$ cat config.mk
export PLATFORM = sky130hd
export DESIGN_NAME = sm_add_arbiter_flat
export DESIGN_NICKNAME = d
export VERILOG_FILES = /design/src/rtl/sm_add_pkg.sv /design/src/rtl/sm_add_arbiter_if.sv /design/src/rtl/sm_add_core.sv /design/src/rtl/sm_add_arbiter.sv /design/src/flat_wrapper.sv
export SDC_FILE = /design/constraint.sdc
export NUM_CORES = 1
export LEC_CHECK = 0
export BUFFER_PORTS_ARGS = -buffer_cell sky130_fd_sc_hd__buf_2
export CAP_MARGIN = 30
export CELL_PAD_IN_SITES_DETAIL_PLACEMENT = 0
export CELL_PAD_IN_SITES_GLOBAL_PLACEMENT = 1
export CORE_MARGIN = 2
export CORE_UTILIZATION = 48
export DETAILED_ROUTE_END_ITERATION = 6
export PLACE_DENSITY = 0.86
export SYNTH_ARGS = -nofsm -noshare
export SYNTH_HDL_FRONTEND = slang
export SYNTH_SLANG_ARGS = --single-unit
$ cat constraint.sdc
create_clock -name clk -period 6.1 [get_ports clk]
set_clock_uncertainty 0.2 [all_clocks]
set_input_delay 1.22 -clock clk [delete_from_list [all_inputs] [get_ports clk]]
set_output_delay 1.22 -clock clk [all_outputs]
set_load 0.02 [all_outputs]
$ cat src/rtl/sm_add_pkg.sv
// Shared types and arithmetic for the sign-magnitude adder arbiter.
// sm5_t carries a 4-bit magnitude operand; sm6_t carries the 5-bit magnitude sum.
package sm_add_pkg;

  localparam int SM5_SIGN_BIT = 4;
  localparam int SM5_MAG_W    = 4;
  localparam int SM5_W        = SM5_SIGN_BIT + 1;
  localparam int SM6_SIGN_BIT = 5;
  localparam int SM6_MAG_W    = 5;
  localparam int SM6_W        = SM6_SIGN_BIT + 1;

  typedef struct packed {
    logic                 sign;
    logic [SM5_MAG_W-1:0] mag;
  } sm5_t;

  typedef struct packed {
    logic                 sign;
    logic [SM6_MAG_W-1:0] mag;
  } sm6_t;

  // Negative zero is folded to +0 before the sign comparison, and a zero
  // result always carries sign 0.
  function automatic sm6_t sm_add(input sm5_t a, input sm5_t b);
    sm6_t r;
    logic sa;
    logic sb;
    sa = a.sign & (a.mag != '0);
    sb = b.sign & (b.mag != '0);
    r  = '0;
    if (sa == sb) begin
      r.mag  = {1'b0, a.mag} + {1'b0, b.mag};
      r.sign = sa;
    end else if (a.mag >= b.mag) begin
      r.mag  = {1'b0, a.mag - b.mag};
      r.sign = sa;
    end else begin
      r.mag  = {1'b0, b.mag - a.mag};
      r.sign = sb;
    end
    if (r.mag == '0) begin
      r.sign = 1'b0;
    end
    return r;
  endfunction

endpackage

$ cat src/rtl/sm_add_arbiter_if.sv
// Requester and response bundle of the shared adder; the arbiter sits on the
// slave side, the requesters and the result consumer on the master side.
interface sm_add_arbiter_if import sm_add_pkg::*; #(
  parameter int NREQ = 4
);
  localparam int IDW = $clog2(NREQ);

  logic [NREQ-1:0]            req_valid;
  logic [NREQ-1:0][SM5_W-1:0] req_a;
  logic [NREQ-1:0][SM5_W-1:0] req_b;
  logic [NREQ-1:0]            req_ready;
  logic                       rsp_valid;
  logic [SM6_W-1:0]           rsp_data;
  logic [IDW-1:0]             rsp_id;
  logic                       rsp_ready;

  modport master (
    output req_valid, req_a, req_b, rsp_ready,
    input  req_ready, rsp_valid, rsp_data, rsp_id
  );

  modport slave (
    input  req_valid, req_a, req_b, rsp_ready,
    output req_ready, rsp_valid, rsp_data, rsp_id
  );
endinterface

$ cat src/rtl/sm_add_core.sv
// Two-stage sign-magnitude adder: stage 1 registers the operands and id,
// stage 2 is the combinational sum consumed by the output buffer.
module sm_add_core import sm_add_pkg::*; #(
  parameter int IDW = 2
) (
  input  logic           clk,
  input  logic           rst,
  input  logic           in_valid_i,
  input  sm5_t           in_a_i,
  input  sm5_t           in_b_i,
  input  logic [IDW-1:0] in_id_i,
  output logic           out_valid_o,
  output sm6_t           out_sum_o,
  output logic [IDW-1:0] out_id_o
);

  logic           valid_q;
  sm5_t           a_q;
  sm5_t           b_q;
  logic [IDW-1:0] id_q;

  always_ff @(posedge clk) begin
    if (rst) begin
      valid_q <= 1'b0;
      a_q     <= '0;
      b_q     <= '0;
      id_q    <= '0;
    end else begin
      valid_q <= in_valid_i;
      if (in_valid_i) begin
        a_q  <= in_a_i;
        b_q  <= in_b_i;
        id_q <= in_id_i;
      end
    end
  end

  assign out_valid_o = valid_q;
  assign out_sum_o   = sm_add(a_q, b_q);
  assign out_id_o    = id_q;

endmodule

$ cat src/rtl/sm_add_arbiter.sv
// Round-robin arbiter sharing one pipelined sign-magnitude adder among NREQ
// requesters, with a credit-protected in-order result FIFO.
module sm_add_arbiter import sm_add_pkg::*; #(
  parameter int NREQ      = 4,
  parameter int OUT_DEPTH = 4
) (
  input  logic             clk,
  input  logic             rst,
  sm_add_arbiter_if.slave  bus
);

  localparam int IDW = $clog2(NREQ);
  localparam int AW  = $clog2(OUT_DEPTH);
  localparam int CW  = AW + 2;

  typedef struct packed {
    logic [IDW-1:0] id;
    sm6_t           sum;
  } entry_t;

  logic [IDW-1:0]  ptr_q;
  logic [IDW-1:0]  ptr_d;
  logic [NREQ-1:0] grant;
  logic [IDW-1:0]  grant_id;
  logic            grant_any;
  logic [IDW:0]    idx;
  logic            credit_ok;
  logic            accept;
  sm5_t            sel_a;
  sm5_t            sel_b;

  logic            s1_valid;
  sm6_t            s2_sum;
  logic [IDW-1:0]  s2_id;

  logic [AW:0]     wr_ptr_q;
  logic [AW:0]     rd_ptr_q;
  logic [AW:0]     occ;
  logic [CW-1:0]   cnt;
  logic            fifo_nonempty;
  logic            push;
  logic            pop;
  entry_t          mem_q [OUT_DEPTH];
  entry_t          head;

  // First valid requester at or after ptr, wrapping around.
  always_comb begin
    grant     = '0;
    grant_id  = '0;
    grant_any = 1'b0;
    idx       = '0;
    for (int off = 0; off < NREQ; off++) begin
      idx = (IDW+1)'(ptr_q) + (IDW+1)'(off);
      if (idx >= (IDW+1)'(NREQ)) begin
        idx = idx - (IDW+1)'(NREQ);
      end
      if (!grant_any && bus.req_valid[idx[IDW-1:0]]) begin
        grant_any               = 1'b1;
        grant_id                = idx[IDW-1:0];
        grant[idx[IDW-1:0]]     = 1'b1;
      end
    end
  end

  // Credits count results already buffered plus the one in stage 1.
  assign occ       = wr_ptr_q - rd_ptr_q;
  assign cnt       = CW'(occ) + CW'(s1_valid);
  assign credit_ok = (cnt < CW'(OUT_DEPTH));
  assign accept    = grant_any & credit_ok & ~rst;

  generate
    for (genvar gi = 0; gi < NREQ; gi++) begin : g_ready
      assign bus.req_ready[gi] = grant[gi] & credit_ok & ~rst;
    end
  endgenerate

  assign sel_a = sm5_t'(bus.req_a[grant_id]);
  assign sel_b = sm5_t'(bus.req_b[grant_id]);

  always_comb begin
    ptr_d = ptr_q;
    if (accept) begin
      ptr_d = (grant_id == IDW'(NREQ - 1)) ? '0 : grant_id + IDW'(1);
    end
  end

  always_ff @(posedge clk) begin
    if (rst) begin
      ptr_q <= '0;
    end else begin
      ptr_q <= ptr_d;
    end
  end

  sm_add_core #(.IDW(IDW)) u_core (
    .clk         (clk),
    .rst         (rst),
    .in_valid_i  (accept),
    .in_a_i      (sel_a),
    .in_b_i      (sel_b),
    .in_id_i     (grant_id),
    .out_valid_o (s1_valid),
    .out_sum_o   (s2_sum),
    .out_id_o    (s2_id)
  );

  assign fifo_nonempty = (occ != '0);
  assign push          = s1_valid;
  assign pop           = fifo_nonempty & bus.rsp_ready;

  always_ff @(posedge clk) begin
    if (rst) begin
      wr_ptr_q <= '0;
      rd_ptr_q <= '0;
    end else begin
      if (push) begin
        wr_ptr_q <= wr_ptr_q + (AW+1)'(1);
      end
      if (pop) begin
        rd_ptr_q <= rd_ptr_q + (AW+1)'(1);
      end
    end
  end

  always_ff @(posedge clk) begin
    if (push) begin
      mem_q[wr_ptr_q[AW-1:0]] <= '{id: s2_id, sum: s2_sum};
    end
  end

  // Outputs read as zero whenever the buffer is empty, including after reset.
  assign head          = mem_q[rd_ptr_q[AW-1:0]];
  assign bus.rsp_valid = fifo_nonempty;
  assign bus.rsp_data  = fifo_nonempty ? head.sum : '0;
  assign bus.rsp_id    = fifo_nonempty ? head.id : '0;

endmodule
$ cat src/flat_wrapper.sv
// flat-port wrapper written by rule: the top's interface ports become plain ports
module sm_add_arbiter_flat import sm_add_pkg::*;
#(
  parameter int NREQ      = 4,
  parameter int OUT_DEPTH = 4
)
  (clk, rst, bus_req_valid, bus_req_a, bus_req_b, bus_rsp_ready, bus_req_ready, bus_rsp_valid, bus_rsp_data, bus_rsp_id);
  sm_add_arbiter_if #(.NREQ(NREQ)) bus_i ();
  input  logic clk;
  input  logic rst;
  input wire logic [$bits(bus_i.req_valid)-1:0] bus_req_valid;
  input wire logic [$bits(bus_i.req_a)-1:0] bus_req_a;
  input wire logic [$bits(bus_i.req_b)-1:0] bus_req_b;
  input wire logic [$bits(bus_i.rsp_ready)-1:0] bus_rsp_ready;
  output wire logic [$bits(bus_i.req_ready)-1:0] bus_req_ready;
  output wire logic [$bits(bus_i.rsp_valid)-1:0] bus_rsp_valid;
  output wire logic [$bits(bus_i.rsp_data)-1:0] bus_rsp_data;
  output wire logic [$bits(bus_i.rsp_id)-1:0] bus_rsp_id;
  assign bus_i.req_valid = bus_req_valid;
  assign bus_i.req_a = bus_req_a;
  assign bus_i.req_b = bus_req_b;
  assign bus_i.rsp_ready = bus_rsp_ready;
  assign bus_req_ready = bus_i.req_ready;
  assign bus_rsp_valid = bus_i.rsp_valid;
  assign bus_rsp_data = bus_i.rsp_data;
  assign bus_rsp_id = bus_i.rsp_id;
  sm_add_arbiter #(.NREQ(NREQ), .OUT_DEPTH(OUT_DEPTH)) u_core (.clk(clk), .rst(rst), .bus(bus_i));
endmodule
==> results list <==
* Initial antenna violation count: 0
- For this design the total switching power over the nets is between 0.9 and 1 mW.
- Grouping stages by cell kind, the critical path spends the most delay in flip-flops.
* Cts repair resizes: 0
- Along the worst path, the maximum fanout reaches 18.
- The first routing iteration left 94 violations.
- Total internal power: around 1.2 mW
- Portion of total power attributed to combinational logic: between 50 and 60%
- IR drop worst, VDD: 0.000206 V
- During I/O placement, the number of pins put on the boundary was 60.
* CP max stage delay: ~0.77 ns
- In this run the clock root is driven by a clkbuf_8.
* Proportion of register bits with asynchronous set or reset after synthesis: 0%
* Class of the tightest hold or removal check: flop to flop
* CP Data Arrival Time: roughly 3.4 ns
- Input and output buffers added on the ports amount to 59.
- Max-cap violations in this run came to 0.
- CP Cell Sequence: inv_1, ha_1, or3b_1, a2111oi_0, or2_2, a221oi_1, nor2_1, buf_2
- Number of nets with antenna violations after routing: 0
- Remaining routing DRC violations: 0
- Fraction of post-synthesis cell area in the top cell type by area: 27.0%
- Diode count: 0
- The pre-antenna-repair detailed-routing pass consisted of 4 iterations.
- Aggregate global-route resource usage: roughly 17%
* Final-layout setup total negative slack: 0 ns
* Main area contributors after synthesis: edfxtp_1 27%, dfxtp_1 13%, ha_1 9.5%
* Main flop type after synthesis: edfxtp_1
* Unrepaired setup endpoints after global routing: no
* Sequential-to-total area share from yosys stat: between 30% and 40%
- Entering global routing, the biggest net connects 19 pins.
* Cell with the biggest individual delay on the critical path: dfxtp_1
* Yosys top cell by area: edfxtp_1
- At the pin with the least slew margin, the transition time is roughly 0.75 ns.
- Each instance of the synthesized netlist takes up on average 10.8 um^2.
* Maximum root-to-sink buffer count: 2
- Clock latency of the later-clocked register in the worst-skew pair: around 0.3 ns
- Worst slew margin relative to its limit: about 49%
* Mean number of vias per cell: roughly 5.4
- TritonCTS built the clock tree.
* Post-Route WL: around 6800 um
* Fraction of layout instances using a drive strength above 1: between 20% and 30%
- Clock tree synthesis found a total of 55 sinks.
- Warning count from the yosys run: 0
- When the netlist entered floorplanning its net count stood at 408.
- Kind of critical path: flop to output port
- Number of H-tree branching levels: 2
- Wire length per cell: around 14 um
- Number of buffers created by CTS: 5
- In this run, the clock network consumes roughly 9.0% of the power.
- In this run switching power makes up 44.6% of total power.
- Area of the multi-input gates: approximately 2000 um^2
- Critical Path Source Type: flop
- Post-synth cell types: 55
* Required arrival time at the worst endpoint: between 4 and 5 ns
- Leaving out fill and tap cells, the most frequent cell in the layout is buf_2.
* Final weighted congestion in routability-driven placement: 0.869
- Die W: 90.1 um
- Most used cells in the layout excluding fill and tap cells: 59 x buf_2, 32 x edfxtp_1, 27 x ha_1
- Outcome: complete, no violations
- Area inside the core boundary: just over 7000 um^2
- Initial Util: about half
- The first global-routing pass estimated 12000 um of wire.
- Total die area: 8120 um^2
- Counting every instance in the synthesized netlist gives 330.
* Pins Over Slew Limit: 0
- Overall overflow remaining after global route: 0
- Registers take about 1400 um^2.
* Total setup violations reported at the end of the flow: 0
- Clock-pin slew of the registers on the worst-case setup and hold paths: about 0.1 ns
- Flops & latches, synth: 55
- The number of setup buffers added after CTS is 0.
- Pwr dens: ~540 nW/um^2
- Mapped Area: 3560 um^2
- Hold violation count in the final report: 0
* EDFF count, synth: 32
- For this block, the via count after detailed routing is 2599.
- Num rows: 31
- Timing would allow up to between 200 and 250 MHz.
- Post-layout net count: between 400 and 500
- After layout, the worst path uses 78.7% of the clock period.
- DIE HEIGHT: between 90 and 100 um
- Once detailed placement completed, the half-perimeter wirelength came to 5330 um.
- Part of the total power dissipated in sequential elements: 32.0%
- For this design the static power due to leakage is roughly 1.6 nW.
* Area delta synth->final: 11.9%
* Power, Total: 2.15 mW
- Final critical-path required period: 4.80 ns
- Crit path buf inv count: 2
* Worst Setup End Kind: output port
- For this design, the CTS-stage hold fixing added 0 buffers.
- Number of global-route vias before repair: approximately 2600
- After filler insertion, the fill cell instance count of the layout stands at 653.
state kept, by name, indices dropped and copies added (netlist names), named ones only:
name and cells:
u_core.ptr_q 2, u_core.mem_q 32, u_core.rd_ptr_q 3, u_core.wr_ptr_q 3, u_core.u_core.a_q 5, u_core.u_core.out_valid_o 1
u_core.u_core.b_q 5, u_core.u_core.out_id_o 2
layout make-up:
| type | instances | area share [%] |
|---|---|---|
| clock inverters | 3 | 0.503 |
| flip-flops and latches | 55 | 35.7 |
| clock buffers | 5 | 1.73 |
| inverters | 21 | 1.98 |
| repair buffers | 60 | 7.61 |
| well taps | 99 | 3.11 |
| multi-input cells | 237 | 49.4 |
cell usage after synthesis (all sizes together), types with 4 or more instances:
| master | count |
|---|---|
| edfxtp | 32 |
| ha | 27 |
| nor2 | 26 |
| dfxtp | 23 |
| inv | 21 |
| o21ai | 19 |
| nand2 | 17 |
| mux2i | 15 |
| nand3 | 15 |
| and2 | 13 |
| mux4 | 11 |
| a21bo | 10 |
| o211ai | 10 |
| a21oi | 9 |
| clkbuf | 9 |
| buf | 8 |
| xnor2 | 6 |
| a22oi | 5 |
| a221oi | 4 |
| fa | 4 |
| nand2b | 4 |
| or2 | 4 |
layer usage:
metal	wire length [um]	vias up	GRT usage [%]
li1	-	1304	-
met1	3270	1216	23.9
met2	3200	75	29.7
met3	314	4	2.68
met4	34	0	3.21
met5	0	-	0
metrics by stage:
stage,hold WS [ns],util (%),cell area [um^2],setup WS [ns],std cells
after floorplan,0.260,-,3560,2.00,330
after global placement,0.290,53.9,3890,1.80,472
after detailed placement,0.297,53.9,3890,1.64,472
after CTS,0.313,55.2,3980,1.29,480
after global routing,0.338,55.2,3980,0.944,480
final,0.305,55.2,3980,1.30,480
worst min-delay path, cell delays in order (launching register included):
cell and delay (ns):
dfxtp_1 0.33, nand2_1 0.06, o211ai_1 0.07
cells by family after synthesis:
| group | after synthesis | share of synthesized area (%) |
|---|---|---|
| AOI/OAI and AO/OA | 76 | 16.4 |
| xor gates and xnor gates | 9 | 2.43 |
| adders and majority gates | 31 | 11.7 |
| buffers and inverters | 38 | 4.82 |
| DFF | 55 | 40.0 |
| muxes | 27 | 11.5 |
| and+or+nand+nor | 94 | 13.2 |
power by group through the flow:
stage          Clock [mW]  Combinational [mW]  Sequential (mW)
2_1_floorplan           0                1.02            0.646
3_3_place_gp            0                1.25            0.691
3_5_place_dp            0                1.27            0.700
4_1_cts             0.201                1.27            0.690
5_1_grt             0.214                1.41            0.706
6_report            0.194                1.26            0.687
worst paths after layout:
check,to,from,slack [ns],cells after the start
worst max-delay path,bus_req_ready[1],u_core.ptr_q[0],1.30,8
worst min-delay path,u_core.u_core.a_q[4],u_core.u_core.a_q[4],0.30,2
worst max register to register,u_core.ptr_q[0],u_core.ptr_q[0],1.64,10
worst min register to register,u_core.u_core.a_q[4],u_core.u_core.a_q[4],0.30,2
(Power assumes the default switching activity.)
